File: src/rtl/duck_sprite_engine.sv
// Per-duck motion, animation and life-cycle engine for the Duck Hunt VGA path.
// Tracks one duck from spawn to shot-down or escape and maps pixels onto its sprite sheet.
module duck_sprite_engine #(
  parameter int SPR_W         = 64,
  parameter int SPR_H         = 64,
  parameter int SHEET_W       = 320,
  parameter int FRAMES        = 3,
  parameter int FRAME_DIV     = 11,
  parameter int X_STEP        = 1,
  parameter int Y_STEP        = 1,
  parameter int X_MIN         = 1,
  parameter int X_MAX         = 575,
  parameter int Y_MIN         = 16,
  parameter int Y_MAX         = 335,
  parameter int GROUND_Y      = 400,
  parameter int FALL_STEP     = 4,
  parameter int HIT_FRAMES    = 30,
  parameter int ESCAPE_FRAMES = 600,
  parameter int ADDR_W        = 16
) (
  input  logic              Clk,
  input  logic              Reset,
  input  logic              frame_clk,
  input  logic [9:0]        DrawX,
  input  logic [9:0]        DrawY,
  input  logic              start,
  input  logic [9:0]        start_x,
  input  logic [1:0]        start_dir,
  input  logic              shot,
  input  logic [9:0]        shot_x,
  input  logic [9:0]        shot_y,
  output logic              is_duck,
  output logic [ADDR_W-1:0] duck_addr,
  output logic              busy,
  output logic              hit,
  output logic              done,
  output logic              escaped
);
  localparam int ANIM_W   = (FRAME_DIV > 1) ? $clog2(FRAME_DIV) : 1;
  localparam int FRAME_W  = (FRAMES > 1) ? $clog2(FRAMES) : 1;
  localparam int HOLD_W   = $clog2(HIT_FRAMES + 1);
  localparam int FLIGHT_W = $clog2(ESCAPE_FRAMES + 1);

  localparam logic [9:0] XMIN     = 10'(X_MIN);
  localparam logic [9:0] XMAX     = 10'(X_MAX);
  localparam logic [9:0] YMIN     = 10'(Y_MIN);
  localparam logic [9:0] YMAX     = 10'(Y_MAX);
  localparam logic [9:0] XSTEP    = 10'(X_STEP);
  localparam logic [9:0] YSTEP    = 10'(Y_STEP);
  localparam logic [9:0] FSTEP    = 10'(FALL_STEP);
  localparam logic [9:0] GROUND   = 10'(GROUND_Y);

  typedef enum logic [2:0] {S_IDLE, S_FLY, S_HIT, S_FALL, S_ESCAPE, S_DONE} state_t;

  state_t              state;
  logic [9:0]          x, y;
  logic                right, down;
  logic [FRAME_W-1:0]  frame, frame_nxt;
  logic [ANIM_W-1:0]   anim_cnt, anim_nxt;
  logic [HOLD_W-1:0]   hold_cnt;
  logic [FLIGHT_W-1:0] flight_cnt;
  logic                fc_meta, fc_cur, fc_prev, tick;
  logic [9:0]          start_clamped, shot_dx, shot_dy, y_fall, y_rise, pix_dx, pix_dy;
  logic                shot_in_box;
  logic [31:0]         row_base, col_base, addr;

  assign busy        = (state != S_IDLE);
  assign shot_dx     = shot_x - x;
  assign shot_dy     = shot_y - y;
  assign shot_in_box = ({22'd0, shot_dx} < 32'(SPR_W)) && ({22'd0, shot_dy} < 32'(SPR_H));
  assign y_fall      = y + FSTEP;
  assign y_rise      = y - YSTEP;

  always_comb begin
    start_clamped = start_x;
    if (start_x < XMIN)
      start_clamped = XMIN;
    else if (start_x > XMAX)
      start_clamped = XMAX;
  end

  always_comb begin
    anim_nxt  = anim_cnt + 1'b1;
    frame_nxt = frame;
    if (anim_cnt == ANIM_W'(FRAME_DIV - 1)) begin
      anim_nxt  = '0;
      frame_nxt = (frame == FRAME_W'(FRAMES - 1)) ? '0 : frame + 1'b1;
    end
  end

  // Bounce direction is decided from the position before this tick's step.
  always_ff @(posedge Clk) begin
    if (Reset) begin
      state      <= S_IDLE;
      x          <= XMIN;
      y          <= YMAX;
      right      <= 1'b0;
      down       <= 1'b0;
      frame      <= '0;
      anim_cnt   <= '0;
      hold_cnt   <= '0;
      flight_cnt <= '0;
      fc_meta    <= 1'b0;
      fc_cur     <= 1'b0;
      fc_prev    <= 1'b0;
      tick       <= 1'b0;
      hit        <= 1'b0;
      done       <= 1'b0;
      escaped    <= 1'b0;
    end else begin
      fc_meta <= frame_clk;
      fc_cur  <= fc_meta;
      fc_prev <= fc_cur;
      tick    <= fc_cur & ~fc_prev;
      hit     <= 1'b0;
      done    <= 1'b0;
      case (state)
        S_IDLE: begin
          if (start) begin
            x          <= start_clamped;
            y          <= YMAX;
            right      <= start_dir[0];
            down       <= ~start_dir[1];
            frame      <= '0;
            anim_cnt   <= '0;
            hold_cnt   <= '0;
            flight_cnt <= '0;
            escaped    <= 1'b0;
            state      <= S_FLY;
          end
        end
        S_FLY: begin
          if (shot && shot_in_box) begin
            state    <= S_HIT;
            hit      <= 1'b1;
            hold_cnt <= '0;
          end else if (tick) begin
            x <= right ? x + XSTEP : x - XSTEP;
            y <= down ? y + YSTEP : y - YSTEP;
            if (x >= XMAX)
              right <= 1'b0;
            else if (x <= XMIN)
              right <= 1'b1;
            if (y >= YMAX)
              down <= 1'b0;
            else if (y <= YMIN)
              down <= 1'b1;
            anim_cnt   <= anim_nxt;
            frame      <= frame_nxt;
            flight_cnt <= flight_cnt + 1'b1;
            if (flight_cnt == FLIGHT_W'(ESCAPE_FRAMES - 1))
              state <= S_ESCAPE;
          end
        end
        S_HIT: begin
          if (tick) begin
            hold_cnt <= hold_cnt + 1'b1;
            if (hold_cnt == HOLD_W'(HIT_FRAMES - 1))
              state <= S_FALL;
          end
        end
        S_FALL: begin
          if (tick) begin
            y        <= y_fall;
            anim_cnt <= anim_nxt;
            frame    <= frame_nxt;
            if (y_fall >= GROUND) begin
              state   <= S_DONE;
              done    <= 1'b1;
              escaped <= 1'b0;
            end
          end
        end
        S_ESCAPE: begin
          if (tick) begin
            y        <= y_rise;
            anim_cnt <= anim_nxt;
            frame    <= frame_nxt;
            if (y_rise < YSTEP) begin
              state   <= S_DONE;
              done    <= 1'b1;
              escaped <= 1'b1;
            end
          end
        end
        S_DONE:  state <= S_IDLE;
        default: state <= S_IDLE;
      endcase
    end
  end

  // Sheet layout: flying rows by facing, one shared row for the hit/fall poses.
  always_comb begin
    row_base = 32'd0;
    col_base = 32'd0;
    case (state)
      S_HIT: begin
        row_base = 32'(2 * SPR_H);
        col_base = 32'd0;
      end
      S_FALL: begin
        row_base = 32'(2 * SPR_H);
        col_base = frame[0] ? 32'(2 * SPR_W) : 32'(SPR_W);
      end
      default: begin
        row_base = right ? 32'd0 : 32'(SPR_H);
        col_base = 32'(frame) * 32'(SPR_W);
      end
    endcase
  end

  assign pix_dx    = DrawX - x;
  assign pix_dy    = DrawY - y;
  assign is_duck   = busy && ({22'd0, pix_dx} < 32'(SPR_W)) && ({22'd0, pix_dy} < 32'(SPR_H));
  assign addr      = (row_base + {22'd0, pix_dy}) * 32'(SHEET_W) + col_base + {22'd0, pix_dx};
  assign duck_addr = (is_duck && ((addr >> ADDR_W) == 32'd0)) ? addr[ADDR_W-1:0] : '0;

endmodule

File: config.mk
export PLATFORM = sky130hd
export DESIGN_NAME = duck_sprite_engine
export DESIGN_NICKNAME = d
export VERILOG_FILES = /design/src/rtl/duck_sprite_engine.sv
export SDC_FILE = /design/constraint.sdc
export NUM_CORES = 1
export LEC_CHECK = 0
export CAP_MARGIN = 40
export CELL_PAD_IN_SITES_DETAIL_PLACEMENT = 1
export CELL_PAD_IN_SITES_GLOBAL_PLACEMENT = 2
export CORE_ASPECT_RATIO = 0.6
export CORE_UTILIZATION = 30
export DETAILED_ROUTE_END_ITERATION = 12
export PLACE_DENSITY = 0.83
export REMOVE_ABC_BUFFERS = 1
export SETUP_SLACK_MARGIN = 0.02
export SYNTH_ARGS = -nofsm -noshare
export SYNTH_HDL_FRONTEND = slang
export SYNTH_SLANG_ARGS = --single-unit
File: constraint.sdc
create_clock -name Clk -period 7.2 [get_ports Clk]
set_input_delay 1.44 -clock Clk [delete_from_list [all_inputs] [get_ports Clk]]
set_output_delay 1.44 -clock Clk [all_outputs]
set_load 0.01 [all_outputs]
After elaboration in Yosys (flattened, before gate mapping)
Index checks and enable logic that the tools add are counted.
{ "classes": {"multipliers": 1, "n_addsub": 16, "n_reduce_logical": 24, "order_cmp": 12, "shifts": 0, "n_eq_ne": 22, "bitwise_logic": 4, "n_div": 0, "mux": 73} }
{ "ops": {"columns": ["operator", "n"], "rows": [
  ["10-bit 2-to-1 mux", 15],
  ["32-bit by 10-bit adder with 32-bit output", 2],
  ["10-bit by 7-bit less-than comparator with 1-bit output (second input constant)", 4],
  ["10-bit case mux with 2 select lines", 2],
  ["10-bit case mux with 4 select lines", 1],
  ["10-bit subtractor", 4],
  ["32-bit adder", 1],
  ["32-bit logical NOT", 1],
  ["32-bit by 3-bit multiplier with 26-bit output (second input constant)", 1],
  ["10-bit by 1-bit adder with 10-bit output (second input constant)", 3],
  ["3-bit 2-to-1 mux", 10],
  ["10-bit by 9-bit >= comparator with 1-bit output (second input constant)", 2],
  ["10-bit by 1-bit less-than comparator with 1-bit output (second input constant)", 2],
  ["1-bit 2-to-1 mux", 20],
  ["2-bit != test (second input constant)", 10],
  ["10-bit by 1-bit subtractor with 10-bit output (second input constant)", 2],
  ["16-bit 2-to-1 mux", 1],
  ["4-bit 2-to-1 mux", 4],
  ["8-bit 2-to-1 mux", 2],
  ["8-bit case mux with 2 select lines", 1],
  ["5-bit 2-to-1 mux", 3],
  ["3-bit case mux with 5 select lines", 1],
  ["5-bit case mux with 3 select lines", 1],
  ["3-bit != test (second input constant)", 4],
  ["34 further kinds", 55]
]} }
{ "totals": {"register_bits": 53, "in_bits": 57, "elab_cells": 168, "out_inout_bits": 21, "mem_bits_rw": 0, "latch_bits": 0, "mem_bits_ro": 0, "mem_count": 0} }

Depth between registers and ports, before layout
{ "depth": {"depth_word": 10, "mapped_depth": 23, "depth_no_buf": 21} }

Least setup slack after synthesis
Ideal clock, no wire load.
{ "synth_timing": {"path_type": "input to output", "start": "input DrawY[0]", "end": "output duck_addr[12]", "path_stages": 21, "path_slack_ns": -0.124, "required_time_ns": 5.760, "arrival_time_ns": 5.884, "cell_sequence": "inv_1 -> ha_1 -> inv_1 -> fa_1 -> a21o_1 -> a21o_1 -> a21o_1 -> a211oi_1 -> inv_1 -> ha_1 -> fa_1 -> xnor2_1 -> ha_1 -> ha_1 -> o21ai_0 -> a21oi_1 -> a211o_1 -> or3_1 -> mux2i_1 -> clkbuf_1 -> nor3_1"} }
{ "synth_via": {"elab_chain_cells": 8, "elab_cells_between_ends": 10, "classes_between": "add/sub (4); mul (1); order compare (1); mux (1); reduce/logical (3)"} }
{ "synth_rtl": {"columns": ["element", "line", "source"], "rows": [
  ["from (decl)", "25", "input logic [9:0] DrawY,"],
  ["10-bit subtractor *", "213", "assign pix_dy = DrawY - y;"],
  ["32-bit by 10-bit adder with 32-bit output", "215", "assign addr = (row_base + {22'd0, pix_dy}) * 32'(SHEET_W) + col_base + {22'd0, pix_dx};"],
  ["32-bit by 3-bit multiplier with 26-bit output", "215", null],
  ["32-bit adder", "215", null],
  ["32-bit by 10-bit adder with 32-bit output", "215", null],
  ["32-bit logical NOT", "216", "assign duck_addr = (is_duck && ((addr >> ADDR_W) == 32'd0)) ? addr[ADDR_W-1:0] : '0;"],
  ["1-bit logical AND", "216", null],
  ["16-bit 2-to-1 mux *", "216", null],
  ["to (decl)", "33", "output logic [ADDR_W-1:0] duck_addr,"]
]} }
Every way passes the cells marked *; elsewhere a longest branch is shown, timed or not.

Worst setup path in the final report
{ "layout_timing": {"start": "input DrawY[0]", "end": "output duck_addr[13]"} }
Same word-level chain as after synthesis.

==> impl_metrics.tcl <==
set metrics [dict create \
    status "finished, violations left" \
    violations "negative setup slack" \
    powerDensity_mw_per_mm2 441.9 \
    relSlewSlack 0.3313 \
    nets 1134 \
    required_ns 5.76 \
    drive_gt1_frac 0.2144 \
    drt-total-wl_um 25780 \
    cap_violations 0 \
    firstDrtPassIters 5 \
    cts.path.max_buffers 2 \
    layout_setup_ws_ns -0.3360 \
    irDropWorstVdd_uv 645.6 \
    top_layer_used "met5" \
    syn2layout_area_growth_pct 35.32 \
    synth_cell_types 82 \
    hold_violations 0 \
    drt_iter0_drc 448 \
    final_cell_mix "buf_4 (94), nand2_1 (73), nor2_1 (62), ha_1 (61), clkdlybuf4s50_1 (57)" \
    worstPathArrival_ns 6.10 \
    critPathMaxFanout 8 \
    rsz0062_at_grt "yes" \
    grt_pass1_vias 7176 \
    cts-root-buf "clkbuf_16" \
    clkPwrFrac 0.070 \
    design.core.area_mm2 0.02108 \
    setup_viol 16 \
    place_area_mm2 0.008050 \
    seq_power_share 0.103 \
    vias 7231 \
    cts_sinks 53 \
    sw_frac_of_total 0.4818 \
    min_path_type "reg2reg" \
    start_util 0.3065 \
    drv_slew 0 \
    synth_top_area_cell "dfxtp_1" \
    drc_errors 0 \
    avgSynthCellArea_um2 7.566 \
    io_buffer_count 77 \
    fp.dieW_um 191.5 \
    numCtsBuffers 5 \
    diodes 0 \
    cts_tree "yes" \
    gp_congestion 0.9015 \
    grt_pass1_wl_um 40170 \
    worst_slew_pin_slew_ns 0.9901 \
    netlist_instances 854 \
    cts-hold-fix-buffers 0 \
    grt_max_degree 51 \
    crit_type "in2out" \
    power.switching_mw 1.862 \
    met3RoutedLength_um 1555 \
    antenna_found_initial 1 \
    p_int_mw 2.002 \
    max_freq_ghz 0.1327 \
    gr-total-overflow 0 \
    ys_ff_latch 53 \
    leakagePower_nw 3.501 \
    fin_crit_sh 1.047 \
    die_area_mm2 0.02215 \
    grt_usage 0.2323 \
    via_per_inst 5.662 \
    yosysWarnings 0 \
    clkTransAtPathRegs_ns 0.08 \
    fp-row-count 41 \
    ios 78 \
    async_reset_ff_frac 0 \
    fp.dieH_um 115.7 \
    met2_length_um 10260 \
    synth_edf_count 0 \
    synth_top_area_share 0.1642 \
    end_kind "output port" \
    drtAntennaViolNets 0 \
    final_util 0.4147 \
    skew_ns 0.01319 \
    fin_area_mm2 0.008743 \
    power_frac_comb 0.827 \
    drt-wirelength-per-cell_um 20.18 \
    synth_ff_type "dfxtp_1" \
    layout_commonest_cell "buf_4" \
    htreeDepth 2 \
    wl_met1_um 13750 \
    clkLatencyLatePin_ns 0.32 \
    ys_seq_area_frac 0.1642 \
    netlist_area_mm2 0.006461 \
    synth_area_leaders "dfxtp_1 (16%), ha_1 (14%), a21oi_1 (4.5%)" \
    whs_ns 0.4027 \
    startpoint_type "primary input" \
    min_period_ns 7.536 \
    hpwl_um 18980 \
]
## area by class of cell
class / instances / area [µm²]
fillers: 2558 / 12340
multi-input cells: 711 / 5474
repair buffers: 178 / 1521
flip-flops and latches: 53 / 1061
well taps: 279 / 349.1
inverters: 48 / 185.2
clock buffers: 6 / 138.9
clock inverters: 2 / 13.76
## cell usage after synthesis (6+ instances only)
cell and n:
a2111oi_0 6, a211oi_1 16, a21o_1 14, a21oi_1 58, a311oi_1 6, a31oi_1 8
and2_1 8, and3_1 11, and4_1 6, buf_2 6, clkbuf_1 33, dfxtp_1 53
fa_1 7, ha_1 73, inv_1 47, mux2i_1 14, nand2_1 73, nand2b_1 12
nand3_1 23, nand4_1 8, nor2_1 64, nor2b_1 23, nor3_1 45, nor4_1 7
o2111ai_1 6, o211ai_1 8, o21a_1 12, o21ai_0 43, o22ai_1 7, o31ai_1 6
o32ai_1 10, or3_1 15, xnor2_1 22, xor2_1 13
## critical path, stage by stage
cell and delay, ns:
buf_6 0.10, inv_4 0.05, ha_4 0.12, inv_4 0.03, fa_2 0.33, a21o_1 0.18
a21o_1 0.22, buf_4 0.16, a2111oi_4 0.29, a211oi_2 0.09, inv_1 0.08, ha_2 0.19
fa_2 0.49, ha_4 0.31, ha_4 0.20, o21ai_2 0.08, a21oi_2 0.08, buf_4 0.14
or3_4 0.33, a311oi_2 0.20, buf_4 0.16, nand4bb_4 0.20, clkbuf_16 0.28, nor3_1 0.18
buf_2 0.16
## path summary, 6_finish.rpt
path / end / cells past startpoint / slack, ns / from
worst max-delay path: duck_addr[13] / 25 / -0.34 / DrawY[0]
worst min-delay path: tick / 1 / 0.40 / fc_prev
worst max register to register: x[2] / 10 / 3.20 / y[1]
worst min register to register: tick / 1 / 0.40 / fc_prev
## flip-flops by register name, indices dropped and copies added (netlist names), 2 cells and up
name,flops
flight_cnt,10
x,10
y,10
hold_cnt,5
anim_cnt,4
state,3
frame,2
## through the flow
stage | total power, mW | cells | TNS (ns) | setup slack, ns
6_report | 3.864 | 1277 | -4.814 | -0.3360
3_5_place_dp | 2.834 | 1252 | -21.56 | -1.413
4_1_cts | 3.511 | 1270 | -5.692 | -0.3959
2_1_floorplan | 1.788 | 812 | -3.331 | -0.2590
3_3_place_gp | 2.770 | 1250 | -17.05 | -1.122
5_1_grt | 4.145 | 1277 | -7.910 | -0.5226
## per-layer routing
layer | global-route usage | vias up
li1 | - | 3490
met1 | 0.3620 | 3485
met2 | 0.3283 | 227
met3 | 0.04482 | 27
met4 | 0.03333 | 2
met5 | 0 | -
## kinds of logic after synthesis
logic type	Yosys count	synth area share
flip-flops	53	0.1642
multiplexers	14	0.02169
buffers and inverters	90	0.05577
AND/OR/NAND/NOR	318	0.2504
AO/OA/AOI/OAI	263	0.2949
adder cells (fa/ha/maj)	80	0.1631
XOR/XNOR	36	0.04996
## power groups by stage
stage	Combinational, mW	Sequential [mW]	Clock [mW]
after detailed placement	2.43	0.401	0
after global placement	2.36	0.407	0
after CTS	2.84	0.395	0.278
final	3.19	0.398	0.272
after floorplan	1.40	0.392	0
after global routing	3.45	0.404	0.296
## what timing repair did
item | CTS | global route
setup endpoints to repair | 16 | 16
pin swaps | 17 | 25
gates cloned | 1 | 1
gates resized for setup | 119 | 36
setup buffers | 9 | 6
(Power assumes the default switching activity.)
